[src/rtl/sram_pkg.sv]
// Shared definitions for the dual-port buffer: the clear FSM encoding and the
// supported read-latency range.
package sram_pkg;
  typedef enum logic {
    ST_IDLE  = 1'b0,
    ST_CLEAR = 1'b1
  } clr_state_e;

  localparam int RD_LAT_MIN = 1;
  localparam int RD_LAT_MAX = 2;
endpackage

[src/rtl/sram_clear_ctrl.sv]
// Clear sequencer: once started, it sweeps every address exactly once, writing
// zero, and holds busy for the length of the sweep.
module sram_clear_ctrl
  import sram_pkg::*;
#(
  parameter int ADDRESS_WIDTH = 3
) (
  input  logic                     clk,
  input  logic                     rst,
  input  logic                     clr_start,
  output logic                     busy,
  output logic                     clr_we,
  output logic [ADDRESS_WIDTH-1:0] clr_addr
);
  clr_state_e               state_q;
  logic                     busy_q;
  logic [ADDRESS_WIDTH-1:0] cnt_q;

  always_ff @(posedge clk or posedge rst) begin
    if (rst) begin
      state_q <= ST_IDLE;
      busy_q  <= 1'b0;
      cnt_q   <= '0;
    end else begin
      case (state_q)
        ST_IDLE: if (clr_start) begin
          state_q <= ST_CLEAR;
          busy_q  <= 1'b1;
          cnt_q   <= '0;
        end
        ST_CLEAR: begin
          cnt_q <= cnt_q + 1'b1;
          // The counter wraps to zero on the last address, ready for the next clear.
          if (&cnt_q) begin
            state_q <= ST_IDLE;
            busy_q  <= 1'b0;
          end
        end
      endcase
    end
  end

  assign busy     = busy_q;
  assign clr_we   = busy_q;
  assign clr_addr = cnt_q;
endmodule

[src/rtl/sram_dp_buf.sv]
// Dual-port (1W/1R) buffer with write-first bypass, a 1- or 2-stage registered
// read pipeline, and a background clear that zeroes the whole array.
module sram_dp_buf
  import sram_pkg::*;
#(
  parameter int    DATA_WIDTH    = 16,
  parameter int    ADDRESS_WIDTH = 3,
  parameter string INIT_FILE     = "",
  parameter int    READ_LATENCY  = 1
) (
  input  logic                            clk,
  input  logic                            rst,
  input  logic                            chip_sel,
  input  logic                            wr_en,
  input  logic        [ADDRESS_WIDTH-1:0] wr_addr,
  input  logic signed [DATA_WIDTH-1:0]    wr_data,
  input  logic                            rd_en,
  input  logic        [ADDRESS_WIDTH-1:0] rd_addr,
  output logic signed [DATA_WIDTH-1:0]    rd_data,
  output logic                            rd_valid,
  input  logic                            clr_start,
  output logic                            busy
);
  localparam int RAM_DEPTH = 2 ** ADDRESS_WIDTH;

  if (READ_LATENCY < RD_LAT_MIN || READ_LATENCY > RD_LAT_MAX) begin : g_bad_lat
    $error("sram_dp_buf: READ_LATENCY must be 1 or 2");
  end

  logic [DATA_WIDTH-1:0] mem [RAM_DEPTH];

  logic                     clr_we;
  logic [ADDRESS_WIDTH-1:0] clr_addr;

  sram_clear_ctrl #(.ADDRESS_WIDTH(ADDRESS_WIDTH)) u_clr (
    .clk      (clk),
    .rst      (rst),
    .clr_start(clr_start),
    .busy     (busy),
    .clr_we   (clr_we),
    .clr_addr (clr_addr)
  );

  logic                  wr_acc, rd_acc;
  logic [DATA_WIDTH-1:0] rd_word;

  assign wr_acc  = chip_sel && wr_en && !busy;
  assign rd_acc  = chip_sel && rd_en && !busy;
  assign rd_word = (wr_acc && (wr_addr == rd_addr)) ? wr_data : mem[rd_addr];

  // Array has no reset so contents survive rst; clear and user writes never coincide.
  always_ff @(posedge clk) begin
    if (clr_we)      mem[clr_addr] <= '0;
    else if (wr_acc) mem[wr_addr]  <= wr_data;
  end

  logic [READ_LATENCY-1:0]                 vld_pipe_d, vld_pipe_q;
  logic [READ_LATENCY-1:0][DATA_WIDTH-1:0] dat_pipe_d, dat_pipe_q;

  // Each stage only loads when a valid result moves into it, so the output
  // stage holds its last value between reads.
  always_comb begin
    vld_pipe_d    = '0;
    dat_pipe_d    = dat_pipe_q;
    vld_pipe_d[0] = rd_acc;
    if (rd_acc) dat_pipe_d[0] = rd_word;
    for (int i = 1; i < READ_LATENCY; i++) begin
      vld_pipe_d[i] = vld_pipe_q[i-1];
      if (vld_pipe_q[i-1]) dat_pipe_d[i] = dat_pipe_q[i-1];
    end
  end

  always_ff @(posedge clk or posedge rst) begin
    if (rst) begin
      vld_pipe_q <= '0;
      dat_pipe_q <= '0;
    end else begin
      vld_pipe_q <= vld_pipe_d;
      dat_pipe_q <= dat_pipe_d;
    end
  end

  assign rd_valid = vld_pipe_q[READ_LATENCY-1];
  assign rd_data  = dat_pipe_q[READ_LATENCY-1];
endmodule
[config.mk]
export PLATFORM = sky130hd
export DESIGN_NAME = sram_dp_buf
export DESIGN_NICKNAME = d
export VERILOG_FILES = /design/src/rtl/sram_pkg.sv /design/src/rtl/sram_clear_ctrl.sv /design/src/rtl/sram_dp_buf.sv
export SDC_FILE = /design/constraint.sdc
export NUM_CORES = 1
export LEC_CHECK = 0
export ABC_CLOCK_PERIOD_IN_PS = 6100
export CAP_MARGIN = 15
export CORE_UTILIZATION = 35
export CTS_CLUSTER_DIAMETER = 30
export DETAILED_ROUTE_END_ITERATION = 16
export PLACE_DENSITY_LB_ADDON = 0.2
export SLEW_MARGIN = 20
export SYNTH_ARGS = -nofsm -noshare
export SYNTH_HDL_FRONTEND = slang
export SYNTH_HIERARCHICAL = 1
export SYNTH_SLANG_ARGS = --single-unit
export TNS_END_PERCENT = 30
[constraint.sdc]
create_clock -name clk -period 6.1 [get_ports clk]
set_input_delay 1.22 -clock clk [delete_from_list [all_inputs] [get_ports clk]]
set_output_delay 1.22 -clock clk [all_outputs]
set_load 0.01 [all_outputs]
### Word level (Yosys, flattened, before mapping)

Memory sizes are Yosys's and may differ from the RTL's. A register that Yosys moved wholly into a read port is not among the register bits.
Cells that the tools add are included.
W data, S select, Z words.

* muxes and demuxes: 16
* add/sub/neg operators: 1
* multipliers: 0
* equality and inequality tests: 2
* $lt $le $gt $ge: 0
* shifts and indexed selects: 0
* divide/modulo/power cells: 0
* bitwise gates (word level): 1
* reductions and logical operators: 8

Operators by type and width (number)
* $mux W16: 1
* $reduce_or A16 Y1: 1
* $mux W1: 10
* $mux W3: 2
* $pmux W3 S2: 1
* $logic_and A1 B1 Y1: 4
* $ne A2 B2 Y1 const B: 2
* $pmux W1 S2: 2
* $add A3 B1 Y3 const B: 1
* $reduce_and A3 Y1: 1
* $reduce_and A2 Y1: 1
* $logic_not A1 Y1: 1
* $not A1 Y1: 1

* input port bits: 28
* memories: 1
* bits in read-only memories: 0
* output and inout bits: 18
* logic and storage cells: 33
* latch bits: 0
* bits in registers: 6
* memory bits (writable): 128

Memory list
* mem: words 8, bits a word 16, rd ports 1, clocked after memory_dff 1, write ports 1, RTL line sram_dp_buf.sv:30 `logic [DATA_WIDTH-1:0] mem [RAM_DEPTH];`

### Depth between registers and ports, before layout

Gate-level depths: netlist of run 1.

* depth in word-level cells: 7
* mapped depth: 7
* depth with buffers taken out: 4

### Hierarchy

Netlist of run 1, hierarchy kept.

By module, submodules not included
* sram_dp_buf: times used 1, cells each 303, seq. area each 4269.1 µm², area an instance 5820.6 µm²
* sram_clear_ctrl: times used 1, cells each 20, seq. area each 125.1 µm², area an instance 239.0 µm²

### Worst setup path before layout of run 1

Ideal clock, no wire load.

* path type: input to register
* start: input port chip_sel
* end: memory mem[2][0], enable pin
* path buffers: 2
* slack: 2.930 ns
* library setup time: 0.388 ns
* required time: 5.712 ns
* arrival: 2.781 ns
* stages on the path: 5
* path through: nor4bb_1 > clkbuf_1 > clkbuf_1 > a31oi_1 > nor2_1

* cells in the longest elaborated chain, start to end: 7
* elaborated cells between the ends (all ways): 8
* those cells by class: mux: 5; reduce/logical: 3

Ends and longest elaborated chain
* start: declaration: RTL line sram_dp_buf.sv:13 `input logic chip_sel,`
* $logic_and A1 B1 Y1 * (2 in a row): RTL line sram_dp_buf.sv:47 `assign wr_acc = chip_sel && wr_en && !busy;`
* $mux W1 *: RTL line sram_dp_buf.sv:54 `else if (wr_acc) mem[wr_addr] <= wr_data;`
* $mux W1 *: RTL line sram_dp_buf.sv:53 `if (clr_we) mem[clr_addr] <= '0;`
* $mux W1 (implied by the code) *: RTL line sram_dp_buf.sv:54
* $reduce_or A16 Y1 (no line)
* $mux W3 (no line) / $mux W1 (equally long branches)
* end: declaration: RTL line sram_dp_buf.sv:30

Mark *: on every way between the ends. The rest lies on a longest branch, timed or not.

### Worst setup path after layout of run 1

* start: input port chip_sel
* end: register dat_pipe_q, in the netlist rd_data[6], read port of mem

* cells in the longest elaborated chain, start to end: 2

Ends and longest elaborated chain
* $logic_and A1 B1 Y1 (2 in a row): RTL line sram_dp_buf.sv:48 `assign rd_acc = chip_sel && rd_en && !busy;`
* end: declaration: RTL line sram_dp_buf.sv:58 `logic [READ_LATENCY-1:0][DATA_WIDTH-1:0] dat_pipe_d, dat_pipe_q;`

Every way passes these cells.
A chain may end at the register's enable or synchronous reset.

==> flow_metrics.tcl, run 1 <==
set metrics [dict create \
    die_x_um 134 \
    detail_route.iter0.violations 288 \
    ios 46 \
    core-area_um2 16800 \
    power-per-cell-area_nw_per_um2 445 \
    postRouteAntennaNets 0 \
    yosysTopAreaCell "edfxtp_1" \
    crit_chain "clkdlybuf4s50_1, nand3b_1, nor4_1, and2_1, a221oi_1" \
    cts_sinks 150 \
    critPathRequiredTime_ns 6.36 \
    skew_ns 0.00575 \
    grt_start_max_net_pins 34 \
    maxSlewViolCount 0 \
    internal-power_uw 2400 \
    start_kind "primary input" \
    r2r-end "rd_data[6]" \
    die_height_um 134 \
    static-leakage-power_uw 0.00258 \
    pwr-share-seq 0.466 \
    worstRegToRegCells 4 \
    synthTopCellsByArea "edfxtp_1 (63%), mux4_2 (9.3%), dfrtp_1 (9.1%), mux4_1 (3.0%), mux2i_1 (1.7%)" \
    cts_tree "built" \
    hp-class "flip-flop to flip-flop" \
    drc_errors 0 \
    top_layer "met4" \
    antenna_found_initial 0 \
    cap_violations 0 \
    clock_latency_ns 0.42 \
    cp_slowest_cell "and2_1" \
    routed-wl-met3_um 566 \
    finalPower_uw 3290 \
    syn_inst 323 \
    grt_usage 0.167 \
    cts.htree.levels 4 \
    startpoint "chip_sel" \
    dr.pass1.iters 4 \
    cpPeakStageDelay_ns 0.83 \
    grt_pass1_vias 3289 \
    tns_ns 0 \
    slew_headroom 0.357 \
    root_buffer "clkbuf_16" \
    syn-mean-instance-area_um2 18.8 \
    synth-seq-cells 150 \
    arrival_ns 3.95 \
    rows 47 \
    cp_max_fo 16 \
    start_util 0.362 \
    netlist.area_leader.share 0.634 \
    diodes 0 \
    rsz0062_at_grt "false" \
    cts_setup_buffers 0 \
    setup_viol 0 \
    numCtsBuffers 17 \
    drive_gt1_frac 0.203 \
    hold_violations 0 \
    tightest_slew_ns 0.964 \
    hold_buffers 0 \
    nNetsFinal 412 \
    peakVddDrop_uv 245 \
    syn_nets 354 \
    pwr-share-comb 0.202 \
    dieArea_um2 17800 \
    synth_seq_area_share 0.725 \
    switchingPower_uw 888 \
    vias 3182 \
    io_buffers 45 \
    gp_congestion 0.762 \
    ctsResizeCount 0 \
    via_per_inst 5.18 \
    areaGrowthSynthToFinish_pct 22.1 \
    synth_cell_types 35 \
    path_class "primary input to flip-flop" \
    grt_pass1_wl_um 20900 \
    n_fill_cell 1449 \
    wirelength_um 13800 \
    switching_share 0.270 \
    clkPwrFrac 0.331 \
    period_share 0.605 \
    cp-endpoint "rd_data[6]" \
    dr_wl_met2_um 6760 \
    met1_length_um 6240 \
    fmax_ghz 0.271 \
    grt_overflow 0 \
    regToRegSetupSlack_ns 2.72 \
    path_clk_slew_ns 0.06 \
    status "completed" \
    hpwl_um 8200 \
    crit_path_end_kind "flip-flop" \
    r2r-start "u_clr/busy" \
    clk_path_buf_depth 2 \
    yosysWarnings 6 \
    syn-cell-area_um2 6060 \
    wl_per_cell_um 22.5 \
    period_needed_ns 3.69 \
]
==> synth_stat cells (all sizes together) <==
master / count
clkbuf: 7
nor3: 12
o21ai: 1
a22oi: 1
and2: 7
nor3b: 2
buf: 12
xor2: 3
nand3b: 1
a31oi: 4
nor4: 1
nor2: 22
a22o: 1
nor4bb: 1
a221o: 6
mux4: 32
nand2: 3
nor2b: 7
o22ai: 1
a21oi: 2
edfxtp: 128
dfrtp: 22
nand2b: 1
a221oi: 10
mux2i: 10
inv: 16
mux2: 7
ha: 3
==> placed cells by master, fill, tap and decap left out, types with 11 or more instances in the layout <==
cell | netlist | routed
edfxtp_1 | 128 | 128
clkdlybuf4s50_1 | 0 | 44
mux4_2 | 25 | 25
dfrtp_1 | 22 | 22
nor2_1 | 21 | 21
clkbuf_16 | 0 | 17
inv_1 | 16 | 16
buf_4 | 2 | 13
nor3_1 | 12 | 11
==> logic make-up after synthesis <==
logic type | after synthesis | synth area share
xor+xnor | 3 | 0.00434
flops | 150 | 0.725
compound gates | 26 | 0.0349
buf+inv | 35 | 0.0283
simple gates | 57 | 0.0477
fa+ha+maj | 3 | 0.00620
mux | 49 | 0.153
==> power groups by stage <==
stage | combinational, uW | sequential [uW] | clock, uW
finish | 666 | 1540 | 1090
global route | 717 | 1560 | 1150
CTS | 679 | 1540 | 1110
detailed placement | 674 | 1560 | 0
global placement | 666 | 1550 | 0
floorplan | 364 | 1520 | 0
==> layer usage <==
layer | GRT usage | vias to the layer above
met3 | 0.0415 | 22
li1 | - | 1402
met5 | 0 | -
met4 | 0.0657 | 0
met1 | 0.222 | 1681
met2 | 0.264 | 77
==> worst min path at each step <==
stage / startpoint / to / slack [ns] / cells past startpoint
final: rd_data[5] / rd_data[5] / 0.57 / 2
after global routing: rd_data[12] / rd_data[12] / 0.59 / 2
after CTS: rd_data[5] / rd_data[5] / 0.57 / 2
after detailed placement: rd_data[5] / rd_data[5] / 0.55 / 2
after global placement: rd_data[4] / rd_data[4] / 0.56 / 2
after floorplan: u_clr/state_q / u_clr/state_q / 0.53 / 1
==> state kept, by name, indices dropped and copies added, names as in the netlist <==
signal and flops:
rd_data 16, u_clr/clr_addr 3, rd_valid 1, u_clr/state_q 1, mem 128, u_clr/busy 1
==> stage by stage <==
stage | util | std cells | setup WS, ns | hold WS [ns] | area, um^2
3_3_place_gp | 0.404 | 582 | 2.08 | 0.559 | 6780
4_1_cts | 0.441 | 614 | 2.47 | 0.570 | 7400
6_report | 0.441 | 614 | 2.41 | 0.565 | 7400
3_5_place_dp | 0.405 | 582 | 2.03 | 0.554 | 6780
2_1_floorplan | - | 323 | 2.93 | 0.529 | 6060
5_1_grt | 0.441 | 614 | 2.25 | 0.586 | 7400
==> critical path, delay by kind of cell <==
family                 cells  cell delay, ns
and+or+nand+nor            3            2.00
buffers and inverters      1            0.50
AOI/OAI and AO/OA          1            0.22
==> area by class of cell <==
cell class                      count  area (um^2)  share of cell area
Sequential cell                   150         4390               0.594
Multi-Input combinational cell    138         1510               0.204
Timing Repair Buffer               58          543              0.0734
Clock buffer                       19          433              0.0585
Tap cell                          220          275              0.0372
Clock inverter                     13          181              0.0245
Inverter                           16         60.1             0.00812
Power figures use the tool's default switching activity.
==> run 2, diff against run 1 <==
Settings changed: ABC_CLOCK_PERIOD_IN_PS 6100 to 3800.
Clock period 6.1 ns to 3.8 ns, I/O delays scaled along.
==> run 2 against run 1 <==
Worst setup slack worse by 1.3 ns. Via count decreased by 0.31%. Core utilization is 0.50 points higher. Critical path depth down 4. Global-route usage fell by 0.18 points. Sequential cell count unchanged. Cell area rose by 1.1%. Sequential share of layout area decreased by 0.67 points. First-iteration DRC count is 22% lower. Critical endpoint is now busy. Largest power group unchanged.
==> flow_metrics.tcl, run 2 (synthesis gave the netlist of run 1 again) <==
set metrics [dict create \
    multi_input_area_um2 1510 \
    final_common_cell "edfxtp_1" \
    cp-endpoint "busy" \
    diodes 0 \
    wirelength_um 13400 \
    start_util 0.362 \
    clock_latency_ns 0.42 \
    finalPower_uw 5360 \
    layout_common_cells "edfxtp_1 (128), clkdlybuf4s50_1 (44), mux4_2 (25)" \
    start_kind "flip-flop" \
    rows 47 \
    fmax_ghz 0.369 \
    cts.htree.levels 4 \
    rsz0062_at_grt "false" \
    root_buffer "clkbuf_16" \
    r2r-start "u_clr/busy" \
    regToRegSetupSlack_ns 1.37 \
    die_height_um 134 \
    seq_area_um2 4390 \
    postRouteAntennaNets 0 \
    clk_path_buf_depth 2 \
    hold_buffers 0 \
    period_share 0.713 \
    tightest_slew_ns 0.944 \
    setup_viol 0 \
    dp.cells 589 \
    die_x_um 134 \
    tns_ns 0 \
    instances_no_fill 621 \
    n_fill_cell 1460 \
    vias 3172 \
    grt_pass1_vias 3483 \
    crit_chain "clkdlybuf4s50_1" \
    io_buffers 45 \
    r2r-end "rd_data[0]" \
    numCtsBuffers 17 \
    hold_violations 0 \
    hpwl_um 7930 \
    cp.depth 1 \
    period_needed_ns 2.71 \
    grt_usage 0.165 \
    grt_start_max_net_pins 33 \
    grt_overflow 0 \
    status "completed" \
    slew_headroom 0.370 \
    hp-class "primary input to async pin" \
    nNetsFinal 419 \
    largest_register_ffs 128 \
    dieArea_um2 17800 \
    top_register "mem" \
    cpPeakStageDelay_ns 0.86 \
    power-per-cell-area_nw_per_um2 717 \
    path_clk_slew_ns 0.06 \
    drive_gt1_frac 0.214 \
    detail_route.iter0.violations 225 \
    gp_congestion 0.686 \
    path_delay_family "flip-flops" \
    peakVddDrop_uv 319 \
    cts_tree "built" \
    skew_ns 0.0142 \
    worstRegToRegCells 6 \
    areaGrowthSynthToFinish_pct 23.5 \
    cts_sinks 150 \
    via_per_inst 5.11 \
    arrival_ns 1.95 \
    path_buf_inv 1 \
    cp_max_fo 20 \
    core-area_um2 16800 \
    dr.pass1.iters 4 \
    maxSlewViolCount 0 \
    ctsResizeCount 0 \
    cap_violations 0 \
    crit_path_end_kind "output port" \
    cp_slowest_cell "dfrtp_1" \
    antenna_found_initial 0 \
    path_class "flip-flop to output port" \
    ios 46 \
    place_ws_ns 0.963 \
    critPathRequiredTime_ns 3.04 \
    grt_pass1_wl_um 20800 \
    wl_per_cell_um 21.5 \
    layout_setup_ws_ns 1.09 \
    startpoint "u_clr/busy" \
    cts_setup_buffers 0 \
    static-leakage-power_uw 0.00265 \
    drc_errors 0 \
]
## run 2: cell types whose count changed in the layout (fill, tap and decap cells not counted), sizes merged
cell      previous run  this run
buf                 14        21
bufinv               4         5
clkbuf              19        23
clkinvlp             5         0
## run 2: metal layers
metal	vias to the layer above	global-route usage	part of all wire
li1	1418	-	-
met1	1670	0.215	0.44
met2	69	0.269	0.51
met3	15	0.0377	0.036
met4	0	0.0644	0.014
met5	-	0	0
## run 2: per-stage QoR
step	hold WS, ns	instance area [um^2]	utilization
floorplan	0.529	6060	-
global placement	0.560	6830	0.408
detailed placement	0.553	6830	0.408
CTS	0.562	7480	0.446
global route	0.594	7480	0.446
finish	0.567	7480	0.446
## run 2: how the worst min path moves through the flow
stage / to / slack, ns / startpoint / cells past startpoint
floorplan: u_clr/state_q / 0.53 / u_clr/state_q / 1
global placement: rd_data[4] / 0.56 / rd_data[4] / 2
detailed placement: rd_data[5] / 0.55 / rd_data[5] / 2
CTS: u_clr/state_q / 0.56 / rst / 2
global route: rd_data[5] / 0.59 / rd_data[5] / 2
finish: u_clr/clr_addr[2] / 0.57 / rst / 2
## run 2: area by class of cell
type,instances,area share
inverters,16,0.00803
well taps,220,0.0368
multi-input cells,138,0.201
clock inverters,9,0.0232
flip-flops and latches,150,0.587
repair buffers,65,0.0796
clock buffers,23,0.0639
## run 2: power by group
group	switching [uW]	internal, uW
clock network	621	1220
logic	561	519
registers	188	2260
==> run 3, diff against run 2 <==
Settings changed: ABC_CLOCK_PERIOD_IN_PS 3800 to 2700.
Clock period 3.8 ns to 2.7 ns, I/O delays scaled along.
==> run 3 against run 2 <==
Sequential power increased by 39%. Sequential cell count unchanged. Worst setup slack got worse by 0.59 ns. Cell area increased by 0.85%. Total power increased by 35%. Via count increased by 2.2%. Global-route usage increased by 0.44 points. Combinational power increased by 50%. Core utilization increased by 0.38 points. Final cell count increased by 2.7%. Wire length increased by 2.9%.
==> flow_metrics.tcl, run 3 (synthesis gave the netlist of run 1 again) <==
set metrics [dict create \
    status "completed" \
    clk_path_buf_depth 2 \
    critPathRequiredTime_ns 3.01 \
    final_cell_area_um2 7550 \
    path_class "primary input to flip-flop" \
    r2r-start "u_clr/busy" \
    via_per_inst 5.08 \
    hold_buffers 0 \
    startpoint "rd_addr[2]" \
    areaGrowthSynthToFinish_pct 24.5 \
    fmax_ghz 0.454 \
    wirelength_um 13800 \
    die_x_um 134 \
    dieArea_um2 17800 \
    antenna_found_initial 0 \
    setup_viol 0 \
    hp-class "primary input to async pin" \
    layout_common_cells "edfxtp_1 (128), clkdlybuf4s50_1 (44), buf_4 (35)" \
    top_register "mem" \
    ios 46 \
    vias 3242 \
    grt_pass1_vias 3459 \
    static-leakage-power_uw 0.00271 \
    ctsResizeCount 0 \
    path_clk_slew_ns 0.06 \
    maxSlewViolCount 0 \
    drc_errors 0 \
    seq_area_um2 4390 \
    cts_sinks 150 \
    arrival_ns 2.51 \
    multi_input_area_um2 1510 \
    grt_start_max_net_pins 33 \
    final_common_cell "edfxtp_1" \
    period_needed_ns 2.20 \
    rsz0062_at_grt "false" \
    peakVddDrop_uv 450 \
    placed_cell_area_um2 6980 \
    numCtsBuffers 17 \
    crit_path_end_kind "flip-flop" \
    rows 47 \
    grt_pass1_wl_um 21400 \
    grt_usage 0.170 \
    clock_latency_ns 0.41 \
    drive_gt1_frac 0.246 \
    dr.pass1.iters 5 \
    cp_max_fo 10 \
    nNetsFinal 436 \
    cap_violations 0 \
    n_fill_cell 1441 \
    tightest_slew_ns 0.612 \
    tns_ns 0 \
    core-area_um2 16800 \
    cts_tree "built" \
    slew_headroom 0.588 \
    cts_setup_buffers 0 \
    grt_overflow 0 \
    diodes 0 \
    hold_violations 0 \
    largest_register_ffs 128 \
    power-per-cell-area_nw_per_um2 959 \
    io_buffers 45 \
    detail_route.iter0.violations 278 \
    start_kind "primary input" \
    postRouteAntennaNets 0 \
    wl_per_cell_um 21.6 \
    die_height_um 134 \
    period_share 0.815 \
    cts.htree.levels 4 \
    root_buffer "clkbuf_16" \
    start_util 0.362 \
    skew_ns 0.00765 \
    hpwl_um 9160 \
    gp_congestion 0.755 \
]
## run 3: cell types whose count changed in the layout (fill, tap and decap cells not counted)
cell	before	now
clkbuf_8	3	4
clkbuf_1	3	2
buf_4	20	35
buf_12	0	2
bufinv_16	5	1
clkinv_2	3	5
clkinvlp_4	0	1
clkinv_1	0	1
## run 3: worst max-delay path, cell delays in order
cell,delay [ns]
clkdlybuf4s50_1,0.48
xor2_1,0.20
nor4_1,0.56
nor3_2,0.19
buf_4,0.24
a221oi_1,0.28
## run 3: where the power goes
part	switching [uW]	internal, uW
Clock	854	1350
Combinational	842	780
Sequential	229	3180
Total	1920	5310
## run 3: final cells by class
type | count | area share
sequential | 150 | 0.582
multi-input combinational | 138 | 0.199
timing repair buffer | 82 | 0.0992
clock buffer | 23 | 0.0647
tap | 220 | 0.0365
clock inverter | 9 | 0.00995
inverter | 16 | 0.00796
## run 3: worst paths after layout
kind / to / slack (ns) / depth (start not counted)
worst max-delay path: rd_data[13] / 0.50 / 6
worst min-delay path: u_clr/busy / 0.36 / 2
worst max register to register: mem[0][13] / 0.67 / 5
worst min register to register: rd_data[10] / 0.57 / 2
max in group asynchronous: rd_data[8] / 1.96 / 3
min in group clk: rd_data[10] / 0.57 / 2
## run 3: per-stage QoR
step	hold slack, ns	std cells	total power (uW)	utilization	setup WS, ns
finish	0.364	638	7240	0.450	0.499
floorplan	0.319	323	4260	-	0.136
detailed placement	0.557	606	5100	0.417	0.0568
global placement	0.563	606	5060	0.417	0.0916
global route	0.378	638	7590	0.450	0.338
CTS	0.356	638	7320	0.450	0.512
## run 3: layer usage
layer,vias up,GRT usage,wire length [um]
met4,0,0.0606,143
met2,98,0.242,6210
li1,1451,-,-
met1,1682,0.255,6610
met3,11,0.0346,808
met5,-,0,0
